===== config.mk =====
export PLATFORM = sky130hd
export DESIGN_NAME = rr_arbiter
export DESIGN_NICKNAME = d
export VERILOG_FILES = /design/src/rtl/rr_arbiter.sv
export SDC_FILE = /design/constraint.sdc
export NUM_CORES = 1
export LEC_CHECK = 0
export CAP_MARGIN = 20
export CORE_AREA = 5 5 46 48
export CTS_CLUSTER_DIAMETER = 100
export DETAILED_ROUTE_END_ITERATION = 6
export DIE_AREA = 0 0 51 53
export GPL_TIMING_DRIVEN = 1
export PLACE_DENSITY = 0.78
export SLEW_MARGIN = 10
export SYNTH_ARGS = -nofsm -noshare
export SYNTH_HDL_FRONTEND = slang
export SYNTH_SLANG_ARGS = --single-unit

===== constraint.sdc =====
create_clock -name clock -period 6.25 [get_ports clock]
set_input_delay 0.9375 -clock clock [delete_from_list [all_inputs] [get_ports clock]]
set_output_delay 0.9375 -clock clock [all_outputs]
set_load 0.02 [all_outputs]

===== src/rtl/rr_arbiter.sv =====
// N-channel round-robin arbiter with registered one-hot grant, grant hold and rotating priority.
// Optional macro RR_ARB_HOLD_LIMIT_EN adds a hold counter that forcibly rotates long-held grants.
module rr_arbiter #(
    parameter int unsigned N_REQ    = 4,
    parameter int unsigned ID_W     = 2,
    parameter int unsigned MAX_HOLD = 16
) (
    input  logic             clock,
    input  logic             reset_n,
    input  logic [N_REQ-1:0] req,
    output logic [N_REQ-1:0] gnt,
    output logic             gnt_valid,
    output logic [ID_W-1:0]  gnt_id,
    output logic             preempt
);

    typedef enum logic {
        IDLE  = 1'b0,
        GRANT = 1'b1
    } state_e;

    if (N_REQ < 2 || N_REQ > 16) begin : g_chk_nreq
        $error("rr_arbiter: N_REQ out of range");
    end
    if ((2 ** ID_W) < N_REQ) begin : g_chk_idw
        $error("rr_arbiter: ID_W too narrow for N_REQ");
    end
    if (MAX_HOLD < 1 || MAX_HOLD > 255) begin : g_chk_hold
        $error("rr_arbiter: MAX_HOLD out of range");
    end

    state_e           state_q, state_d;
    logic [N_REQ-1:0] gnt_q, gnt_d;
    logic             gnt_valid_q, gnt_valid_d;
    logic [ID_W-1:0]  gnt_id_q, gnt_id_d;
    logic [ID_W-1:0]  ptr_q, ptr_d;

    logic             found;
    logic [ID_W-1:0]  win_id;
    logic [ID_W-1:0]  scan;
    logic             owner_req;
    logic             rotate;
    logic             take;

    function automatic logic [ID_W-1:0] wrap_inc(input logic [ID_W-1:0] v);
        if (v == ID_W'(N_REQ - 1)) begin
            return '0;
        end
        return v + ID_W'(1);
    endfunction

    // First set request in search order ptr, ptr+1, ... wrapping at N_REQ
    always_comb begin
        found  = 1'b0;
        win_id = '0;
        scan   = ptr_q;
        for (int unsigned i = 0; i < N_REQ; i++) begin
            if (!found && req[scan]) begin
                found  = 1'b1;
                win_id = scan;
            end
            scan = wrap_inc(scan);
        end
    end

    assign owner_req = |(req & gnt_q);

    always_comb begin
        state_d     = state_q;
        gnt_d       = gnt_q;
        gnt_valid_d = gnt_valid_q;
        gnt_id_d    = gnt_id_q;
        ptr_d       = ptr_q;
        take        = 1'b0;
        case (state_q)
            IDLE: begin
                if (found) begin
                    take = 1'b1;
                end
            end
            GRANT: begin
                if (!owner_req) begin
                    if (found) begin
                        take = 1'b1;
                    end else begin
                        state_d     = IDLE;
                        gnt_d       = '0;
                        gnt_valid_d = 1'b0;
                        gnt_id_d    = '0;
                    end
                end else if (rotate) begin
                    // Owner sits at ptr-1, last in search order, so another channel wins
                    take = 1'b1;
                end
            end
            default: begin
                state_d = IDLE;
            end
        endcase
        if (take) begin
            state_d     = GRANT;
            gnt_d       = N_REQ'(1) << win_id;
            gnt_valid_d = 1'b1;
            gnt_id_d    = win_id;
            ptr_d       = wrap_inc(win_id);
        end
    end

    always_ff @(posedge clock or negedge reset_n) begin
        if (!reset_n) begin
            state_q     <= IDLE;
            gnt_q       <= '0;
            gnt_valid_q <= 1'b0;
            gnt_id_q    <= '0;
            ptr_q       <= '0;
        end else begin
            state_q     <= state_d;
            gnt_q       <= gnt_d;
            gnt_valid_q <= gnt_valid_d;
            gnt_id_q    <= gnt_id_d;
            ptr_q       <= ptr_d;
        end
    end

`ifdef RR_ARB_HOLD_LIMIT_EN
    logic [7:0] hold_cnt_q, hold_cnt_d;
    logic       preempt_q, preempt_d;
    logic       others_req;

    assign others_req = |(req & ~gnt_q);
    // >= so a rival arriving after the counter passed the limit still forces rotation
    assign rotate = (state_q == GRANT) && (hold_cnt_q >= 8'(MAX_HOLD)) && others_req;

    always_comb begin
        hold_cnt_d = hold_cnt_q;
        preempt_d  = 1'b0;
        if (take) begin
            hold_cnt_d = 8'd1;
            preempt_d  = rotate && owner_req;
        end else if (state_d == IDLE) begin
            hold_cnt_d = '0;
        end else if (hold_cnt_q != 8'hFF) begin
            hold_cnt_d = hold_cnt_q + 8'd1;
        end
    end

    always_ff @(posedge clock or negedge reset_n) begin
        if (!reset_n) begin
            hold_cnt_q <= '0;
            preempt_q  <= 1'b0;
        end else begin
            hold_cnt_q <= hold_cnt_d;
            preempt_q  <= preempt_d;
        end
    end

    assign preempt = preempt_q;
`else
    assign rotate  = 1'b0;
    assign preempt = 1'b0;
`endif

    assign gnt       = gnt_q;
    assign gnt_valid = gnt_valid_q;
    assign gnt_id    = gnt_id_q;

    a_onehot_grant: assert property (@(posedge clock) disable iff (!reset_n)
        (state_q == GRANT) ? $onehot(gnt_q) : (gnt_q == '0));
    a_id_range: assert property (@(posedge clock) disable iff (!reset_n)
        gnt_id_q <= ID_W'(N_REQ - 1));

endmodule


Word level (Yosys, flattened, before mapping)

Index checks and enable logic that the tools add are counted.

Add/sub/neg operators: 4
Multiply operators: 0
Div/mod/pow operators: 0
Order comparisons: 4
Equal/unequal tests: 6
Shift-type cells: 1
Multiplexer cells: 47
Bitwise logic cells: 2
Reductions and logical operators: 9

Operator list:

| operator                                                                      | count |
|---|---|
| 2-bit 2-to-1 mux                                                              | 16 |
| 1-bit 2-to-1 mux                                                              | 22 |
| 4-bit 2-to-1 mux                                                              | 4 |
| 2-bit by 3-bit less-than comparator with 1-bit output (second input constant) | 4 |
| 2-bit by 1-bit adder with 2-bit output (second input constant)                | 4 |
| 1-bit binary-select mux with 2-bit select                                     | 4 |
| 2-bit == test (second input constant)                                         | 4 |
| 4-bit bitwise AND                                                             | 1 |
| 2-bit by 1-bit != test with 1-bit output (second input constant)              | 2 |
| 4-bit OR reduction                                                            | 1 |
| 1-bit by 2-bit left shift with 4-bit output (first input constant)            | 1 |
| 1-bit logical AND                                                             | 3 |
| 1-bit logical NOT                                                             | 3 |
| 3-bit AND reduction                                                           | 1 |
| 1-bit case mux with 2 select lines                                            | 1 |
| 2-bit nonzero test                                                            | 1 |
| 1-bit inverter                                                                | 1 |

Register bits after elaboration: 10
Latch bits: 0
Memory bits (writable): 0
Memory bits (read-only): 0
Logic and storage cells: 78
Memories: 0

Depth between registers and ports, before layout

Depth in word-level cells: 18
Depth in mapped cells: 11
Mapped depth without buffers: 9

Worst setup path before layout

Ideal clock, no wire load.

Path type: input port to flip-flop
From: input req[2]
To: register ptr_q[1]
Setup time: 0.125 ns
Arrival: 2.682 ns
Required time: 6.125 ns
Setup slack: 3.443 ns
Stages on the path: 7
Path buffers: 1
Cell sequence: buf_2 mux4_2 nor2_2 a22oi_2 o31ai_1 ha_1 mux2_4

Cells in the longest elaborated chain, start to end: 16
Elaborated cells between the ends (all ways): 32
Those cells by class: 1 x add/sub; 1 x eq/ne; 22 x mux; 1 x bitwise; 7 x reduce/logical

Ends and longest elaborated chain:

| what                                      | RTL line | text |
|---|---|---|
| start, declared                           | 10       | `input logic [N_REQ-1:0] req,` |
| 1-bit binary-select mux with 2-bit select | 58       | `if (!found && req[scan]) begin` |
| 1-bit 2-to-1 mux (not written as such)    | 58       |  |
| 1-bit 2-to-1 mux                          | 58       |  |
| 1-bit logical NOT                         | 58       |  |
| 1-bit logical AND                         | 58       |  |
| 1-bit 2-to-1 mux                          | 58       |  |
| 1-bit logical NOT                         | 58       |  |
| 1-bit logical AND                         | 58       |  |
| 1-bit 2-to-1 mux                          | 58       |  |
| 1-bit logical NOT                         | 58       |  |
| 1-bit logical AND                         | 58       |  |
| 2-bit 2-to-1 mux                          | 58       |  |
| 2-bit == test                             | 46       | `if (v == ID_W'(N_REQ - 1)) begin` |
| 1-bit 2-to-1 mux                          | 46       |  |
| 1-bit 2-to-1 mux                          | 100      | `if (take) begin` |
| 2-bit 2-to-1 mux                          | 49       | `return v + ID_W'(1);` |
| end signal, assigned                      | 121      | `ptr_q <= ptr_d;` |
| end, declared                             | 36       | `logic [ID_W-1:0] ptr_q, ptr_d;` |

Several ways; a longest one is shown, not always the timed one. The select of a mux whose other input is x is not followed.
A chain may end at the register's enable or synchronous reset.

Final worst setup path

From: input req[1]
To: register gnt_q[0] (netlist: gnt[0])

Cells in the longest elaborated chain, start to end: 17
Elaborated cells between the ends (all ways): 33
Those cells by class: 2 x eq/ne; 1 x shift; 20 x mux; 1 x bitwise; 9 x reduce/logical

Ends and longest elaborated chain:

| what                                                                                            | RTL line | text |
|---|---|---|
| 1-bit binary-select mux with 2-bit select                                                       | 58       |  |
| 1-bit 2-to-1 mux (not written as such)                                                          | 58       |  |
| 1-bit 2-to-1 mux                                                                                | 58       |  |
| 1-bit logical NOT                                                                               | 58       |  |
| 1-bit logical AND                                                                               | 58       |  |
| 1-bit 2-to-1 mux                                                                                | 58       |  |
| 1-bit logical NOT                                                                               | 58       |  |
| 1-bit logical AND                                                                               | 58       |  |
| 1-bit 2-to-1 mux                                                                                | 58       |  |
| 1-bit logical NOT                                                                               | 58       |  |
| 1-bit logical AND                                                                               | 58       |  |
| 1-bit 2-to-1 mux                                                                                | 58       |  |
| 1-bit 2-to-1 mux                                                                                | 77, 83   |  |
| 1-bit 2-to-1 mux                                                                                | 82       | `if (!owner_req) begin` |
| 1-bit case mux with 2 select lines                                                              | 75       | `case (state_q)` |
| 2-bit by 1-bit != test with 1-bit output (no line) / 2-bit nonzero test (equally long branches) | -        |  |
| 3-bit AND reduction (no line)                                                                   | -        |  |
| end signal, assigned                                                                            | 118      | `gnt_q <= gnt_d;` |
| end, declared                                                                                   | 33       | `logic [N_REQ-1:0] gnt_q, gnt_d;` |

Several ways; a longest one is shown, not always the timed one. The select of a mux whose other input is x is not followed.

==> out/metrics.cfg <==
[status]
status = finished, final reports clean

[synth]
ys_seq_area_share_pct = 29.6
syn_area_per_cell_um2 = 9.71
synthArstFlopShare_pct = 100
yosys_warnings = 0
yosys-top-cells-area = dfrtp_1, ha_1, a22o_1
ys_ff_latch = 10
synth_area_leader_cell = dfrtp_1
synth_edf_count = 0
synth_cells = 87
yosys_most_used_dff = dfrtp_1
syn_nets = 98
synthDistinctLibCells = 41
netlist_area_um2 = 845
netlist.area_leader.share_pct = 29.6

[power_and_ir_drop]
leakage_nw = 0.408
clock_power_share_pct = 6.8
pwr-share-comb_pct = 71.4
p_sw_share_pct = 48.1
ir_worst_vdd_mv = 0.284
power.density_nw_per_um2 = 640
p_total_w = 0.000617
p_sw_w = 0.000297
seq_power_share_pct = 21.8
internal_power_w = 0.000321

[floorplan]
dieHeight_um = 53
start_util_pct = 50.6
die_w_um = 51
design.core.area_um2 = 1670
row_count = 15
dieArea_um2 = 2700
io_pins = 14

[clock_tree]
hold_buffers = 0
clock_latency_ps = 260
cts_setup_buffers = 0
cts_tree = built
ctsResizeCount = 0
clk_pin_slew_ps = 60
cts_buffers = 3
cts.sinks = 10
h-tree-depth = 1
clockBufferDepth = 2
root_buffer = clkbuf_4

[sta]
fmax_mhz = 306
skew_ps = 1.88
slew_violations = 0
fin_crit_sh_pct = 52.3
setup_viol = 0
fin_setup_tns_ps = 0
slew_headroom_pct = 65.6
hold_viol = 0
rsz0062_at_grt = false
min_period_ps = 3270
tightest_slew_ps = 513

[detailed_routing]
ant_nets = 0
vias = 697
vias_per_cell = 6.28
remaining_drc_errors = 0
routedWlPerCell_um = 15.9
drt_pass1_iterations = 4
drtIter0Drc = 17
totalWireLength_um = 1770

[grt]
grt_antenna_before_repair = 0
grt_first_pass_wirelength_um = 2880
grt_pass1_vias = 636
grt_max_degree = 17
globalRouteOverflowTotal = 0
grt_usage_pct = 14.2

[critical_path]
slowest_delay_ps = 690
crit_chain = clkdlybuf4s50_1, mux4_2, clkinv_1, nor2_2, a22oi_2, o31ai_1, inv_1, ha_1, a22o_1
critPathCaptureType = register
worst-path-buf-inv = 3
critical_path.startpoint = req[1]
cp-endpoint = gnt[0]$_DFFE_PN0P_
path_class = in -> reg
reg2reg_depth = 8
start_kind = input pin
cpLargestDelayFamily = buffers and inverters
crit_cells = 9
rr_endpoint = gnt[0]$_DFFE_PN0P_
worstPathArrival_ps = 3420
worstPathMaxFanout = 11
crit_slowest_cell = clkdlybuf4s50_1
cp.required_ps = 6400
timing.rr.start = ptr_q[0]$_DFFE_PN0P_
r2r_slack_ps = 3070

[placed_design]
gp_congestion = 0.798
port_buffers = 12
post-dp-hpwl_um = 1320

[finish]
layout_common_cells = clkdlybuf4s50_1, dfrtp_1, a22o_1
drive_gt1_share_pct = 16.0
final_nets = 107
antenna_cells = 0
layout.cells.most_common = clkdlybuf4s50_1
areaGrowthSynthToFinish_pct = 14.2

[job]
maxCapViolCount = 0

[hold_path]
hp-class = reg -> reg

[power by group through the flow]
stage / clock network (W) / registers, W / logic [W]
6_report: 0.0000420 / 0.000135 / 0.000441
5_1_grt: 0.0000484 / 0.000138 / 0.000485
4_1_cts: 0.0000445 / 0.000135 / 0.000444
3_5_place_dp: 0 / 0.000136 / 0.000440
3_3_place_gp: 0 / 0.000135 / 0.000427
2_1_floorplan: 0 / 0.000134 / 0.000350
[cells by family after synthesis]
family	count (synthesis)	share of synthesized area, %
AOI/OAI and AO/OA	33	31.9
xor gates and xnor gates	1	1.04
adders and majority gates	5	7.41
buffers and inverters	14	7.85
DFF	10	29.6
muxes	6	11.0
other	1	0.444
and+or+nand+nor	17	10.8
[through the flow]
| step | instance area (um2) | hold WS (ps) | util, % | instances | worst slack, ps |
|---|---|---|---|---|---|
| final | 965 | 514 | 57.8 | 111 | 2980 |
| after global placement | 942 | 492 | 56.4 | 108 | 2810 |
| after floorplan | 845 | 565 | - | 87 | 3440 |
| after global routing | 965 | 530 | 57.8 | 111 | 2840 |
| after CTS | 965 | 516 | 57.8 | 111 | 3000 |
| after detailed placement | 942 | 502 | 56.4 | 108 | 2710 |
[registers in the layout, indices dropped and copies added, names as in the netlist]
name	cells
ptr_q	2
state_q	1
gnt	4
gnt_valid	1
gnt_id	2
[Yosys cell counts, types with 3 or more instances]
library cell,count
dfrtp_1,10
a22oi_1,3
a22o_1,7
inv_1,3
ha_1,5
buf_2,5
nand2_1,6
a21oi_1,6
[how the worst min path moves through the flow]
stage,slack (ps),depth (start not counted),endpoint,start
global route,530,1,gnt_id[0]$_DFFE_PN0P_,gnt_id[0]$_DFFE_PN0P_
CTS,520,1,gnt_id[1]$_DFFE_PN0P_,gnt_id[1]$_DFFE_PN0P_
finish,510,1,gnt_id[0]$_DFFE_PN0P_,gnt_id[0]$_DFFE_PN0P_
global placement,490,1,gnt_id[1]$_DFFE_PN0P_,gnt_id[1]$_DFFE_PN0P_
detailed placement,500,1,gnt_id[1]$_DFFE_PN0P_,gnt_id[1]$_DFFE_PN0P_
floorplan,570,1,gnt_valid$_DFFE_PN0P_,state_q$_DFF_PN0_
[per-layer routing]
layer	up-vias	track usage [%]	share of wire, %	routed length (um)
li1	347	-	-	-
met1	338	16.9	46	807
met2	10	24.5	49	870
met3	2	5.35	4.5	79
met4	0	2.69	0.51	9
met5	-	0	0	0
[area by class of cell]
cell class                 count  area, um2
sequential                    10        250
clock buffer                   3       22.5
fill                         136        706
timing repair buffer          12        120
inverter                       6       22.5
tap                           17       21.3
multi-input combinational     63        528
Power figures use the tool's default switching activity.
